## config.mk

```make
export PLATFORM = sky130hd
export DESIGN_NAME = demux_sequencer
export DESIGN_NICKNAME = d
export VERILOG_FILES = /design/src/rtl/demux_sequencer.sv
export SDC_FILE = /design/constraint.sdc
export NUM_CORES = 1
export LEC_CHECK = 0
export ABC_AREA = 1
export CAP_MARGIN = 20
export CORE_UTILIZATION = 25
export DETAILED_ROUTE_END_ITERATION = 10
export GPL_TIMING_DRIVEN = 0
export SYNTH_ARGS = -nofsm -noshare
export SYNTH_HDL_FRONTEND = slang
export SYNTH_SLANG_ARGS = --single-unit
```

## constraint.sdc

```tcl
create_clock -name clk -period 1.5 [get_ports clk]
set_input_delay 0.15 -clock clk [delete_from_list [all_inputs] [get_ports clk]]
set_output_delay 0.15 -clock clk [all_outputs]
set_load 0.05 [all_outputs]
```

## src/rtl/demux_sequencer.sv

```systemverilog
// Serialises a 4-bit word onto din while stepping the demux select {x,y} through the
// enabled channels in ascending order, holding each slot for HOLD cycles.
module demux_sequencer #(
  parameter int unsigned HOLD = 1
) (
  input  logic       clk,
  input  logic       rst_n,
  input  logic       in_valid,
  output logic       in_ready,
  input  logic [3:0] in_data,
  input  logic [3:0] ch_en,
  output logic       din,
  output logic       x,
  output logic       y,
  output logic       busy,
  output logic       done
);

  typedef enum logic [1:0] {
    StIdle,
    StSlot,
    StDone
  } state_e;

  localparam logic [7:0] HoldLast = 8'(HOLD - 1);

  state_e     state_q, state_d;
  logic [3:0] word_q, word_d;
  logic [3:0] mask_q, mask_d;
  logic [1:0] ch_q, ch_d;
  logic [7:0] cnt_q, cnt_d;

  logic din_q, din_d;
  logic x_q, x_d;
  logic y_q, y_d;
  logic busy_q, busy_d;
  logic done_q, done_d;
  logic ready_q, ready_d;

  logic [2:0] hit;

  // Lowest set mask bit at or above 'from'; result is {found, index}.
  function automatic logic [2:0] first_from(input logic [3:0] mask, input logic [2:0] from);
    logic [2:0] res;
    res = 3'b000;
    for (int i = 3; i >= 0; i--) begin
      if (mask[i] && (int'(from) <= i)) begin
        res = {1'b1, 2'(i)};
      end
    end
    return res;
  endfunction

  always_comb begin
    state_d = state_q;
    word_d  = word_q;
    mask_d  = mask_q;
    ch_d    = ch_q;
    cnt_d   = cnt_q;
    hit     = 3'b000;

    case (state_q)
      StIdle: begin
        if (in_valid && ready_q) begin
          word_d = in_data;
          mask_d = ch_en;
          hit    = first_from(ch_en, 3'd0);
          cnt_d  = 8'd0;
          if (hit[2]) begin
            state_d = StSlot;
            ch_d    = hit[1:0];
          end else begin
            state_d = StDone;
            ch_d    = 2'd0;
          end
        end
      end
      StSlot: begin
        if (cnt_q == HoldLast) begin
          hit   = first_from(mask_q, {1'b0, ch_q} + 3'd1);
          cnt_d = 8'd0;
          if (hit[2]) begin
            ch_d = hit[1:0];
          end else begin
            state_d = StDone;
            ch_d    = 2'd0;
          end
        end else begin
          cnt_d = cnt_q + 8'd1;
        end
      end
      StDone: begin
        state_d = StIdle;
        word_d  = 4'd0;
        mask_d  = 4'd0;
        ch_d    = 2'd0;
        cnt_d   = 8'd0;
      end
      default: begin
        state_d = StIdle;
      end
    endcase
  end

  // Outputs are decoded from the next state so din and {x,y} change on the same edge.
  always_comb begin
    din_d   = 1'b0;
    x_d     = 1'b0;
    y_d     = 1'b0;
    busy_d  = 1'b0;
    done_d  = 1'b0;
    ready_d = 1'b0;

    unique case (state_d)
      StIdle: begin
        ready_d = 1'b1;
      end
      StSlot: begin
        x_d    = ch_d[1];
        y_d    = ch_d[0];
        din_d  = word_d[ch_d];
        busy_d = 1'b1;
      end
      StDone: begin
        done_d = 1'b1;
      end
      default: begin
        ready_d = 1'b0;
      end
    endcase
  end

  always_ff @(posedge clk) begin
    if (!rst_n) begin
      state_q <= StIdle;
      word_q  <= 4'd0;
      mask_q  <= 4'd0;
      ch_q    <= 2'd0;
      cnt_q   <= 8'd0;
      din_q   <= 1'b0;
      x_q     <= 1'b0;
      y_q     <= 1'b0;
      busy_q  <= 1'b0;
      done_q  <= 1'b0;
      ready_q <= 1'b1;
    end else begin
      state_q <= state_d;
      word_q  <= word_d;
      mask_q  <= mask_d;
      ch_q    <= ch_d;
      cnt_q   <= cnt_d;
      din_q   <= din_d;
      x_q     <= x_d;
      y_q     <= y_d;
      busy_q  <= busy_d;
      done_q  <= done_d;
      ready_q <= ready_d;
    end
  end

  assign in_ready = ready_q;
  assign din      = din_q;
  assign x        = x_q;
  assign y        = y_q;
  assign busy     = busy_q;
  assign done     = done_q;

endmodule
```

==> results of run 1 <==
[placed cells by master, fill, tap and decap left out, types with 2 or more instances in the layout]
master           instances
a21oi_1                 11
a21oi_2                  3
a22oi_1                  4
buf_4                    7
clkbuf_1                 2
clkbuf_8                 3
clkdlybuf4s50_1         10
dfxtp_1                 21
dfxtp_2                  4
dlygate4sd2_1            6
inv_1                   12
inv_2                    4
nand2_1                 33
nand2_2                  6
nand2_4                  3
nand3_1                  9
nand3_2                  5
nor2_1                  16
nor2_2                   2
nor2_4                   4
nor3_2                   2
o21ai_0                  4
o21ai_1                  2
[cell families after synthesis]
group,Yosys count,synth area share (%)
DFF,25,42.1
and+or+nand+nor,83,33.6
AOI/OAI and AO/OA,30,15.2
xor gates and xnor gates,1,0.736
buffers and inverters,19,6.20
adders and majority gates,2,2.10
[flip-flops by register name, indices dropped and copies added (netlist names)]
signal    flops
in_ready      1
din           1
word_q        4
busy          1
state_q       2
done          1
cnt_q         8
ch_q          2
x             1
y             1
mask_q        3
[final cells by class]
cell class	instances	share of cell area, %
timing repair buffer	23	13.0
multi-input combinational	116	43.5
inverter	18	4.43
clock buffer	4	2.85
buffer	1	0.237
tap	52	4.11
sequential	25	31.9
[cells in the mapped netlist, types with 2 or more instances]
cell type,number,share of area (%)
inv_1,14,4.4
o22ai_1,2,1.1
dfxtp_1,25,42
nor2_4,4,3.8
a22oi_1,4,2.5
nand2_2,4,2.1
nand3_2,2,1.7
o21ai_0,5,2.1
nand2_1,37,12
nor3_1,2,0.84
inv_2,2,0.63
ha_1,2,2.1
nor2_1,18,5.7
nand3_1,12,5.0
a21oi_2,2,1.5
a21oi_1,12,5.0
[power by group through the flow]
| stage | clock, uW | combinational [uW] | sequential, uW |
|---|---|---|---|
| finish | 407 | 400 | 733 |
| global route | 435 | 433 | 737 |
| floorplan | 0 | 204 | 798 |
| global placement | 0 | 368 | 748 |
| CTS | 410 | 362 | 733 |
| detailed placement | 0 | 368 | 749 |
[what timing repair did]
action	4_1_cts	5_1_grt
gates cloned	0	0
gates resized for setup	10	19
setup buffers	0	7
setup endpoints to repair	9	7
pin swaps	1	8
[stage by stage]
stage / setup slack (ns) / total power [uW] / setup TNS (ns)
floorplan: 0.123 / 1000 / 0
CTS: 0.00578 / 1500 / 0
global placement: -0.141 / 1120 / -0.789
finish: 0.0367 / 1540 / 0
detailed placement: -0.126 / 1120 / -0.799
global route: -0.0501 / 1610 / -0.0828
[worst max-delay path, cell delays in order (launching register included)]
cell	delay, ns
dfxtp_2	0.34
inv_2	0.08
ha_4	0.15
nand2_4	0.06
nor2_4	0.17
nand2_2	0.08
o22ai_2	0.10
and2b_4	0.22
buf_4	0.12
nor2_1	0.08
[path summary, 6_finish.rpt]
| check | startpoint | to | slack (ns) |
|---|---|---|---|
| setup reg to reg | cnt_q[1]$_SDFFE_PN0P_ | x$_SDFF_PN0_ | 0.04 |
| hold / removal | mask_q[1]$_SDFFE_PN0P_ | mask_q[1]$_SDFFE_PN0P_ | 0.47 |
| hold reg to reg | mask_q[1]$_SDFFE_PN0P_ | mask_q[1]$_SDFFE_PN0P_ | 0.47 |
| setup / recovery | cnt_q[1]$_SDFFE_PN0P_ | x$_SDFF_PN0_ | 0.04 |
[metal layers]
metal  share of wire (%)  vias to the layer above  track usage (%)
met1                  53                      495             15.8
met5                   0                        -                0
li1                    -                      575                -
met3                 3.6                        2             3.13
met4                0.64                        0             2.67
met2                  43                       17             16.0
==> results.json, run 1 <==
{
  "run_status": "finished clean",
  "drt_iter0_drc": 46,
  "synth_cell_types": 29,
  "grt_util_all_layers_pct": 11.0,
  "place_congestion": 0.866,
  "crit_arrival_ns": 1.68,
  "wl_per_cell_um": 11.1,
  "drc": 0,
  "rsz0062_at_grt": "true",
  "critPathCaptureType": "register",
  "multiInputGateArea_sq_um": 688,
  "nFillCells": 456,
  "synth_flop_cell": "dfxtp_1",
  "grt_start_max_net_pins": 14,
  "synth_edf_count": 0,
  "fin_crit_ns": 1.46,
  "dpl_cell_area_sq_um": 1420,
  "cts_tree": "built",
  "max-slew-margin-rel_pct": 67.9,
  "synth_area_sq_um": 1190,
  "maxCapViolCount": 0,
  "die_area_sq_um": 5040,
  "num_rows": 24,
  "io_buffers": 16,
  "worst-setup-path-type": "register to register",
  "synth_nets": 173,
  "clk_path_buf_depth": 2,
  "dp_cells": 228,
  "stdcell_area_sq_um": 1580,
  "diodes": 0,
  "ys_warn_count": 0,
  "hold_depth": 2,
  "cts-root-buf": "clkbuf_8",
  "worst_pin_slew_ns": 0.483,
  "grt_antenna_before_repair": 0,
  "final_util_pct": 35.4,
  "start_util_pct": 26.6,
  "seq_area_sq_um": 505,
  "slew_viol_final": 0,
  "fin_nets": 201,
  "grt_overflow": 0,
  "whs_ns": 0.471,
  "clk_latency_ns": 0.27,
  "power_density_nw_per_um2": 973,
  "hold_viol": 0,
  "core_area_sq_um": 4470,
  "syn_avg_cell_area_sq_um": 7.44,
  "ys_seq_area_share_pct": 42.1,
  "dp_hpwl_um": 1880,
  "p_int_uw": 1040,
  "power_frac_seq_pct": 47.6,
  "postRouteAntennaNets": 0,
  "io_pins": 17,
  "worst_setup_path_start_kind": "register",
  "drt_wl_total_um": 2650,
  "power_frac_comb_pct": 26.0,
  "syn-instance-count": 160,
  "via_per_inst": 4.56,
  "numCtsBuffers": 3,
  "pwr-share-clk_pct": 26.4,
  "drive_gt1_share_pct": 26.2,
  "cp_max_fo": 3,
  "sw_frac_of_total_pct": 32.4,
  "clk_pin_slew_ns": 0.09,
  "hold_buffers": 0,
  "peakVddDrop_mv": 0.442,
  "fp.dieH_um": 71.0,
  "firstDrtPassIters": 4,
  "htree_levels": 1,
  "power.leakage_uw": 0.000618,
  "required_ns": 1.71,
  "syn_to_final_growth_pct": 33.0,
  "die_x_um": 71.0,
  "worstHoldPathType": "register to register",
  "power.net_switching_uw": 499,
  "grt_pass1_vias": 967,
  "ff2ff_path_depth": 9,
  "ys_ff_latch": 25,
  "async_flop_share_pct": 0,
  "fmax_mhz": 683,
  "grt_pass1_wl_um": 4400,
  "clock_sinks": 25,
  "setup_viol": 0,
  "num_vias": 1089,
  "fin_cells": 239,
  "fin_crit_sh_pct": 97.6,
  "finClkSkew_ns": 0.00165
}
Power figures use the tool's default switching activity.
==> run 2, diff against run 1 <==
Settings changed: CORE_MARGIN from default to 2.
==> run 2 against run 1 <==
Net effect: non-clock buffer count shrank 3; via count grew 0.18%; routed wire length shrank 3.1%; final cell count shrank 0.42%; clock power grew 3%; sequential power is essentially flat; setup slack gained 0.050 ns; total power shrank 1.3%; die area grew 5.7%; maximum frequency grew 3.5%; clock skew grew 0.0031 ns.
==> results.json, run 2 (synthesis gave the netlist of run 1 again) <==
{
  "run_status": "finished clean",
  "cp_max_fo": 5,
  "grt_antenna_before_repair": 0,
  "nFillCells": 495,
  "fin_tns_setup_ns": 0,
  "num_rows": 25,
  "largest_register": "cnt_q",
  "wl_per_cell_um": 10.8,
  "clk_pin_slew_ns": 0.09,
  "total_power_uw": 1520,
  "reg_top3": "cnt_q: 8 flops, word_q: 4 flops, mask_q: 3 flops",
  "dp_cells": 230,
  "worst-setup-path-type": "register to register",
  "critPathCaptureType": "register",
  "drc": 0,
  "cts_tree": "built",
  "final_util_pct": 33.5,
  "grt_overflow": 0,
  "via_per_inst": 4.58,
  "max-slew-margin-rel_pct": 66.2,
  "hold_buffers": 0,
  "drt_iter0_drc": 25,
  "cts-root-buf": "clkbuf_8",
  "hold_viol": 0,
  "die_area_sq_um": 5330,
  "largest_register_ffs": 8,
  "io_pins": 17,
  "syn_to_final_growth_pct": 31.2,
  "required_ns": 1.72,
  "fp.dieH_um": 73.0,
  "crit_arrival_ns": 1.63,
  "drt_wl_total_um": 2560,
  "clock_sinks": 25,
  "dp_hpwl_um": 1910,
  "setup_viol": 0,
  "num_vias": 1091,
  "htree_levels": 1,
  "fin_ws_ns": 0.0862,
  "fin_crit_sh_pct": 94.3,
  "maxCapViolCount": 0,
  "final_cell_mix": "nand2_1 (34), dfxtp_1 (18), nor2_1 (15)",
  "finClkSkew_ns": 0.00478,
  "numCtsBuffers": 3,
  "clk_path_buf_depth": 2,
  "firstDrtPassIters": 4,
  "diodes": 0,
  "power.leakage_uw": 0.000610,
  "mostFrequentLayoutCell": "nand2_1",
  "grt_pass1_wl_um": 4780,
  "fmax_mhz": 707,
  "clk_latency_ns": 0.27,
  "fin_nets": 198,
  "grt_util_all_layers_pct": 11.2,
  "power_density_nw_per_um2": 973,
  "place_congestion": 0.814,
  "drive_gt1_share_pct": 26.6,
  "core_area_sq_um": 4660,
  "io_buffers": 16,
  "fin_cells": 238,
  "fin_crit_ns": 1.41,
  "grt_pass1_vias": 1091,
  "postRouteAntennaNets": 0,
  "worst_pin_slew_ns": 0.509,
  "die_x_um": 73.0,
  "start_util_pct": 25.5,
  "peakVddDrop_mv": 0.705,
  "place_ws_ns": -0.141,
  "grt_start_max_net_pins": 17,
  "slew_viol_final": 0,
  "worst_setup_path_start_kind": "register",
  "rsz0062_at_grt": "true",
  "worstHoldPathType": "register to register"
}
run 2: repair_timing:
action / CTS / global route
gates cloned: 0 / 0
pin swaps: 0 / 8
resized for setup: 8 / 22
setup endpoints to repair: 8 / 13
buffers inserted: 0 / 4
run 2: worst max-delay path, stage by stage (launching register included):
cell and delay (ns):
dfxtp_2 0.34, inv_2 0.08, ha_4 0.14, nand2_4 0.05, nor2_4 0.13, nor2_4 0.07
o21ai_2 0.16, and2b_4 0.19, nand3_2 0.06, a21oi_2 0.12
run 2: metrics by stage:
stage	hold WS (ns)	cell area (sq um)
6_report	0.476	1560
5_1_grt	0.517	1560
4_1_cts	0.465	1470
3_5_place_dp	0.463	1420
3_3_place_gp	0.462	1420
2_1_floorplan	0.288	1190
run 2: final timing paths:
kind	from	endpoint	slack (ns)	cells after the start
worst min register to register	mask_q[2]$_SDFFE_PN0P_	mask_q[2]$_SDFFE_PN0P_	0.48	2
worst max-delay path	cnt_q[1]$_SDFFE_PN0P_	din$_SDFF_PN0_	0.09	9
worst max register to register	cnt_q[1]$_SDFFE_PN0P_	din$_SDFF_PN0_	0.09	9
worst min-delay path	mask_q[2]$_SDFFE_PN0P_	mask_q[2]$_SDFFE_PN0P_	0.48	2
run 2: layout make-up:
class	count	area [sq um]	area share (%)
Multi-Input combinational cell	116	678	43.4
Sequential cell	25	509	32.6
Timing Repair Buffer	20	183	11.7
Inverter	18	70.1	4.49
Tap cell	54	67.6	4.33
Clock buffer	3	41.3	2.64
Clock inverter	1	8.76	0.561
Buffer	1	3.75	0.240
run 2: report_power, final:
part           switching, uW  internal, uW
clock network            226           195
logic                    241           124
registers               25.7           708
run 2: layer usage:
| layer | share of wire, % | track usage, % | vias up |
|---|---|---|---|
| met4 | 0 | 1.85 | 0 |
| met5 | 0 | 0 | - |
| met2 | 46 | 17.8 | 23 |
| met1 | 50 | 15.2 | 497 |
| li1 | - | - | 571 |
| met3 | 4.2 | 3.18 | 0 |
==> run 3, diff against run 2 <==
Settings changed: CORE_UTILIZATION 25 to 50, PLACE_DENSITY from default to 0.74.
==> run 3 against run 2 <==
Net effect: via count increased by 5.1%; final cell count decreased by 11%; core utilization increased by 35 points; flip-flop and latch count unchanged; critical path type unchanged; register-to-register slack got worse by 0.03 ns; first-iteration DRC count increased by 68%; design area decreased by 2.3%; non-clock buffer count increased by 1; sequential share of layout area increased by 0.78 points; hold slack got worse by 0.042 ns; clock power decreased by 25%.
==> results.json, run 3 (synthesis gave the netlist of run 1 again) <==
{
  "finClkSkew_ns": 0.0110,
  "fin_crit_ns": 1.44,
  "grt_pass1_vias": 1018,
  "setup_viol": 0,
  "worst-setup-path-type": "register to register",
  "postRouteAntennaNets": 0,
  "place_ws_ns": -0.0873,
  "num_rows": 17,
  "final_cell_mix": "nand2_1 (33), dfxtp_1 (18), nor2_1 (15)",
  "hold_depth": 3,
  "required_ns": 1.78,
  "place_congestion": 0.807,
  "syn_to_final_growth_pct": 28.2,
  "r2r_start": "cnt_q[1]$_SDFFE_PN0P_",
  "worst_pin_slew_ns": 0.486,
  "maxCapViolCount": 0,
  "path_delay_family": "simple AND/OR/NAND/NOR gates",
  "path_common_cell": "nor2_4",
  "critPathCaptureType": "register",
  "dp_cells": 204,
  "grt_pass1_wl_um": 4240,
  "via_per_inst": 5.38,
  "wl_per_cell_um": 12.6,
  "io_pins": 17,
  "grt_util_all_layers_pct": 21.0,
  "numCtsBuffers": 3,
  "num_vias": 1147,
  "ff2ff_path_depth": 9,
  "clock_sinks": 25,
  "peakVddDrop_mv": 0.710,
  "min-delay-start": "ch_en[1]",
  "pwr-share-clk_pct": 22.1,
  "drt_wl_total_um": 2690,
  "diodes": 0,
  "power_density_nw_per_um2": 938,
  "htree_levels": 1,
  "run_status": "finished clean",
  "cp_max_fo": 3,
  "grt_overflow": 0,
  "cpPeakStageDelay_ns": 0.36,
  "drt_iter0_drc": 42,
  "power.leakage_uw": 0.000599,
  "crit_arrival_ns": 1.72,
  "core_area_sq_um": 2230,
  "ff2ff_setup_slack_ns": 0.06,
  "power_frac_seq_pct": 51.4,
  "reg_top3": "cnt_q: 8 flops, word_q: 4 flops, mask_q: 3 flops",
  "p_int_uw": 941,
  "fp.dieH_um": 52.8,
  "fmax_mhz": 693,
  "cts_tree": "built",
  "firstDrtPassIters": 4,
  "final_util_pct": 68.3,
  "grt_start_max_net_pins": 16,
  "sw_frac_of_total_pct": 34.2,
  "io_buffers": 16,
  "slew_viol_final": 0,
  "power_frac_comb_pct": 26.5,
  "total_power_uw": 1430,
  "worst_setup_path_start_kind": "register",
  "drc": 0,
  "cts-root-buf": "clkbuf_4",
  "fin_cells": 213,
  "hold_buffers": 0,
  "hold_viol": 0,
  "start_util_pct": 53.3,
  "worstReg2RegEnd": "din$_SDFF_PN0_",
  "rsz0062_at_grt": "true",
  "power.net_switching_uw": 490,
  "fin_ws_ns": 0.0571,
  "clk_latency_ns": 0.33,
  "fin_crit_sh_pct": 96.2,
  "largest_register_ffs": 8,
  "mostFrequentLayoutCell": "nand2_1",
  "path_cells": "inv_2 > ha_4 > nand2_4 > nor2_4 > nor2_4 > o21ai_2 > and2b_4 > nand3_2 > a21oi_2",
  "largest_register": "cnt_q",
  "holdPathEnd": "mask_q[1]$_SDFFE_PN0P_",
  "max-slew-margin-rel_pct": 67.7,
  "worstHoldPathType": "primary input to register",
  "worst-path-buf-inv": 1,
  "clk_pin_slew_ns": 0.15,
  "fin_nets": 199,
  "crit_slowest_cell": "dfxtp_2",
  "die_x_um": 52.8,
  "dp_hpwl_um": 1920,
  "clk_path_buf_depth": 2,
  "grt_antenna_before_repair": 0,
  "die_area_sq_um": 2790,
  "drive_gt1_share_pct": 27.6,
  "nFillCells": 201
}
## run 3: cell types whose count changed in the layout (fill, tap and decap cells not counted), sizes merged
| cell | change |
|---|---|
| buf | +1 |
| clkinvlp | +1 |
| inv | -1 |
## run 3: worst max-delay path by stage
stage          slack, ns  cells past startpoint                    end                  start
2_1_floorplan       0.12                      7         din$_SDFF_PN0_    in_ready$_SDFF_PN1_
3_3_place_gp       -0.07                      8         din$_SDFF_PN0_               in_valid
3_5_place_dp       -0.09                      8         din$_SDFF_PN0_               in_valid
4_1_cts            0.003                      8  cnt_q[7]$_SDFFE_PN0P_  cnt_q[2]$_SDFFE_PN0P_
5_1_grt            -0.06                      8         din$_SDFF_PN0_  cnt_q[5]$_SDFFE_PN0P_
6_report            0.06                      9         din$_SDFF_PN0_  cnt_q[1]$_SDFFE_PN0P_
## run 3: layout make-up
class,count,area [sq um],share of cell area (%)
multi-input combinational,116,687,45.0
clock buffer,3,22.5,1.48
inverter,18,70.1,4.59
sequential,25,509,33.4
buffer,1,3.75,0.246
clock inverter,1,7.51,0.492
tap,28,35.0,2.30
timing repair buffer,21,190,12.5
## run 3: timing repair
action,4_1_cts,5_1_grt
endpoints found under the setup margin,8,10
buffers inserted,0,5
gates resized for setup,10,23
pin swaps,1,9
## run 3: routing by layer
| layer | track usage (%) | vias up | wire [um] |
|---|---|---|---|
| met5 | 0 | - | 0 |
| met4 | 8.97 | 0 | 40 |
| met3 | 3.43 | 5 | 87 |
| met2 | 37.7 | 24 | 1410 |
| met1 | 24.1 | 541 | 1150 |
| li1 | - | 577 | - |
## run 3: through the flow
| stage | hold slack (ns) | cell area (sq um) | setup TNS [ns] |
|---|---|---|---|
| after floorplan | 0.288 | 1190 | 0 |
| after global placement | 0.459 | 1390 | -0.131 |
| after detailed placement | 0.459 | 1390 | -0.305 |
| after CTS | 0.428 | 1420 | 0 |
| after global routing | 0.449 | 1530 | -0.144 |
| final | 0.434 | 1530 | 0 |
## run 3: power groups by stage
stage	Sequential, uW	Combinational (uW)	Clock (uW)
after floorplan	798	204	0
after global placement	747	354	0
after detailed placement	749	360	0
after CTS	734	357	314
after global routing	741	416	344
final	735	380	316
## run 3: tightest hold or removal path, delay by kind of cell
family | cells | cell delay (ns)
AO/OA/AOI/OAI | 1 | 0.05
buffers and inverters | 1 | 0.44
AND/OR/NAND/NOR | 1 | 0.08
==> RTL change: new RTL, config.mk and constraints of run 3 <==
Set the parameter `HOLD` to 0 (it was 1).
--- a/src/rtl/demux_sequencer.sv
+++ b/src/rtl/demux_sequencer.sv
@@ -3,3 +3,3 @@
 module demux_sequencer #(
-  parameter int unsigned HOLD = 1
+  parameter int unsigned HOLD = 0
 ) (
Check against the original RTL: not equivalent (Yosys sat finds a counterexample within 4 cycles, from zero or initial values and one cycle with rst_n low).
==> RTL change against run 3 <==
  * Routed wire length decreased by 8.0%
  * Worst setup slack improved by 0.018 ns
  * Sequential power shrank 2%
  * Total power is 8.2% lower
  * Synthesized area shrank 1.4%
  * Sequential cell count unchanged
  * Final area down 3.3%
  * Worst hold slack improved by 0.039 ns
  * Critical path type unchanged
  * Highest routed layer unchanged
==> RTL change: results <==
{
  "synth.net_count": 175,
  "totalWireLength_um": 2480,
  "status": "finished, final reports clean",
  "fin_util": 0.667,
  "ys_top_cells_by_count": "37 x nand2_1, 25 x dfxtp_1, 22 x nor2_1",
  "power.ir.vdd_worst_mv": 0.597,
  "drive_above_1_share": 0.238,
  "dp.final_hpwl_um": 1850,
  "post_synthesis_sequential_area_ratio": 0.426,
  "grt_usage": 0.207,
  "place_congestion": 0.789,
  "n_fill_cell": 190,
  "cp_max_fanout": 4,
  "holdWs_ns": 0.473,
  "crit_arrival_ns": 1.69,
  "power.static_leakage_uw": 0.000624,
  "drtIter0Drc": 40,
  "vias_in_the_first_global_route": 1007,
  "routed-via-count": 1103,
  "clock_latency_ns": 0.31,
  "layout_top_registers": "cnt_q x8, word_q x4, mask_q x3",
  "synth_cell_types": 23,
  "worst_hold_path_type": "reg2reg",
  "final_net_count": 198,
  "skew_ns": 0.00116,
  "place_area_mm2": 0.00137,
  "grt_first_pass_wirelength_um": 4210,
  "rrSetupSlack_ns": 0.08
}
RTL change: final cells by class:
cell class / instances / share of cell area
inverter: 20 / 0.0509
buffer: 1 / 0.00254
clock buffer: 4 / 0.0178
multi-input combinational: 117 / 0.444
timing repair buffer: 18 / 0.114
sequential: 25 / 0.348
tap: 28 / 0.0237
RTL change: layer usage:
layer  share of wire  track usage  up-vias  routed length, um
met5               0            0        -                  0
met4           0.014       0.0769        0                 35
met3           0.038       0.0286        5                 95
met2            0.47        0.331       28               1170
met1            0.48        0.281      501               1180
li1                -            -      569                  -
RTL change: through the flow:
step | setup TNS [ns] | worst slack (ns) | power (uW) | instances
final | 0 | 0.0754 | 1310 | 213
after global routing | -0.0517 | -0.0330 | 1370 | 213
after detailed placement | -1.01 | -0.186 | 1010 | 207
after floorplan | 0 | 0.113 | 915 | 163
after global placement | -0.956 | -0.154 | 1000 | 207
after CTS | 0 | 0.00107 | 1290 | 211
RTL change: repair_timing:
item,4_1_cts,5_1_grt
setup endpoints to repair,7,9
hold buffers,0,0
pin swaps,0,7
resized for setup,8,19
setup buffers,0,2
endpoints found under the hold margin,0,0
RTL change: cell families after synthesis:
logic type | after synthesis | share of synthesized area
AND/OR/NAND/NOR | 89 | 0.359
AO/OA/AOI/OAI | 27 | 0.136
flip-flops | 25 | 0.426
buffers and inverters | 21 | 0.0672
adder cells (fa/ha/maj) | 1 | 0.0107
RTL change: path summary, 6_finish.rpt:
check | to | start | cells after the start
max | din | cnt_q[0] | 11
min | cnt_q[0] | cnt_q[0] | 1
max reg2reg | din | cnt_q[0] | 11
min reg2reg | cnt_q[0] | cnt_q[0] | 1
RTL change: worst max-delay path: stages (launching register included):
cell and delay (ns):
dfxtp_4 0.39, ha_4 0.14, nand2_4 0.06, nor2_4 0.13, nand2_1 0.07, nand2_2 0.10, nand2_4 0.07, nand2_4 0.07
nand3_4 0.07, nand2_2 0.06, nand3_1 0.08, a21oi_2 0.12
RTL change: where the power goes:
part,switching (uW),internal (uW)
Combinational,191,104
Sequential,22.5,698
Clock,194,104
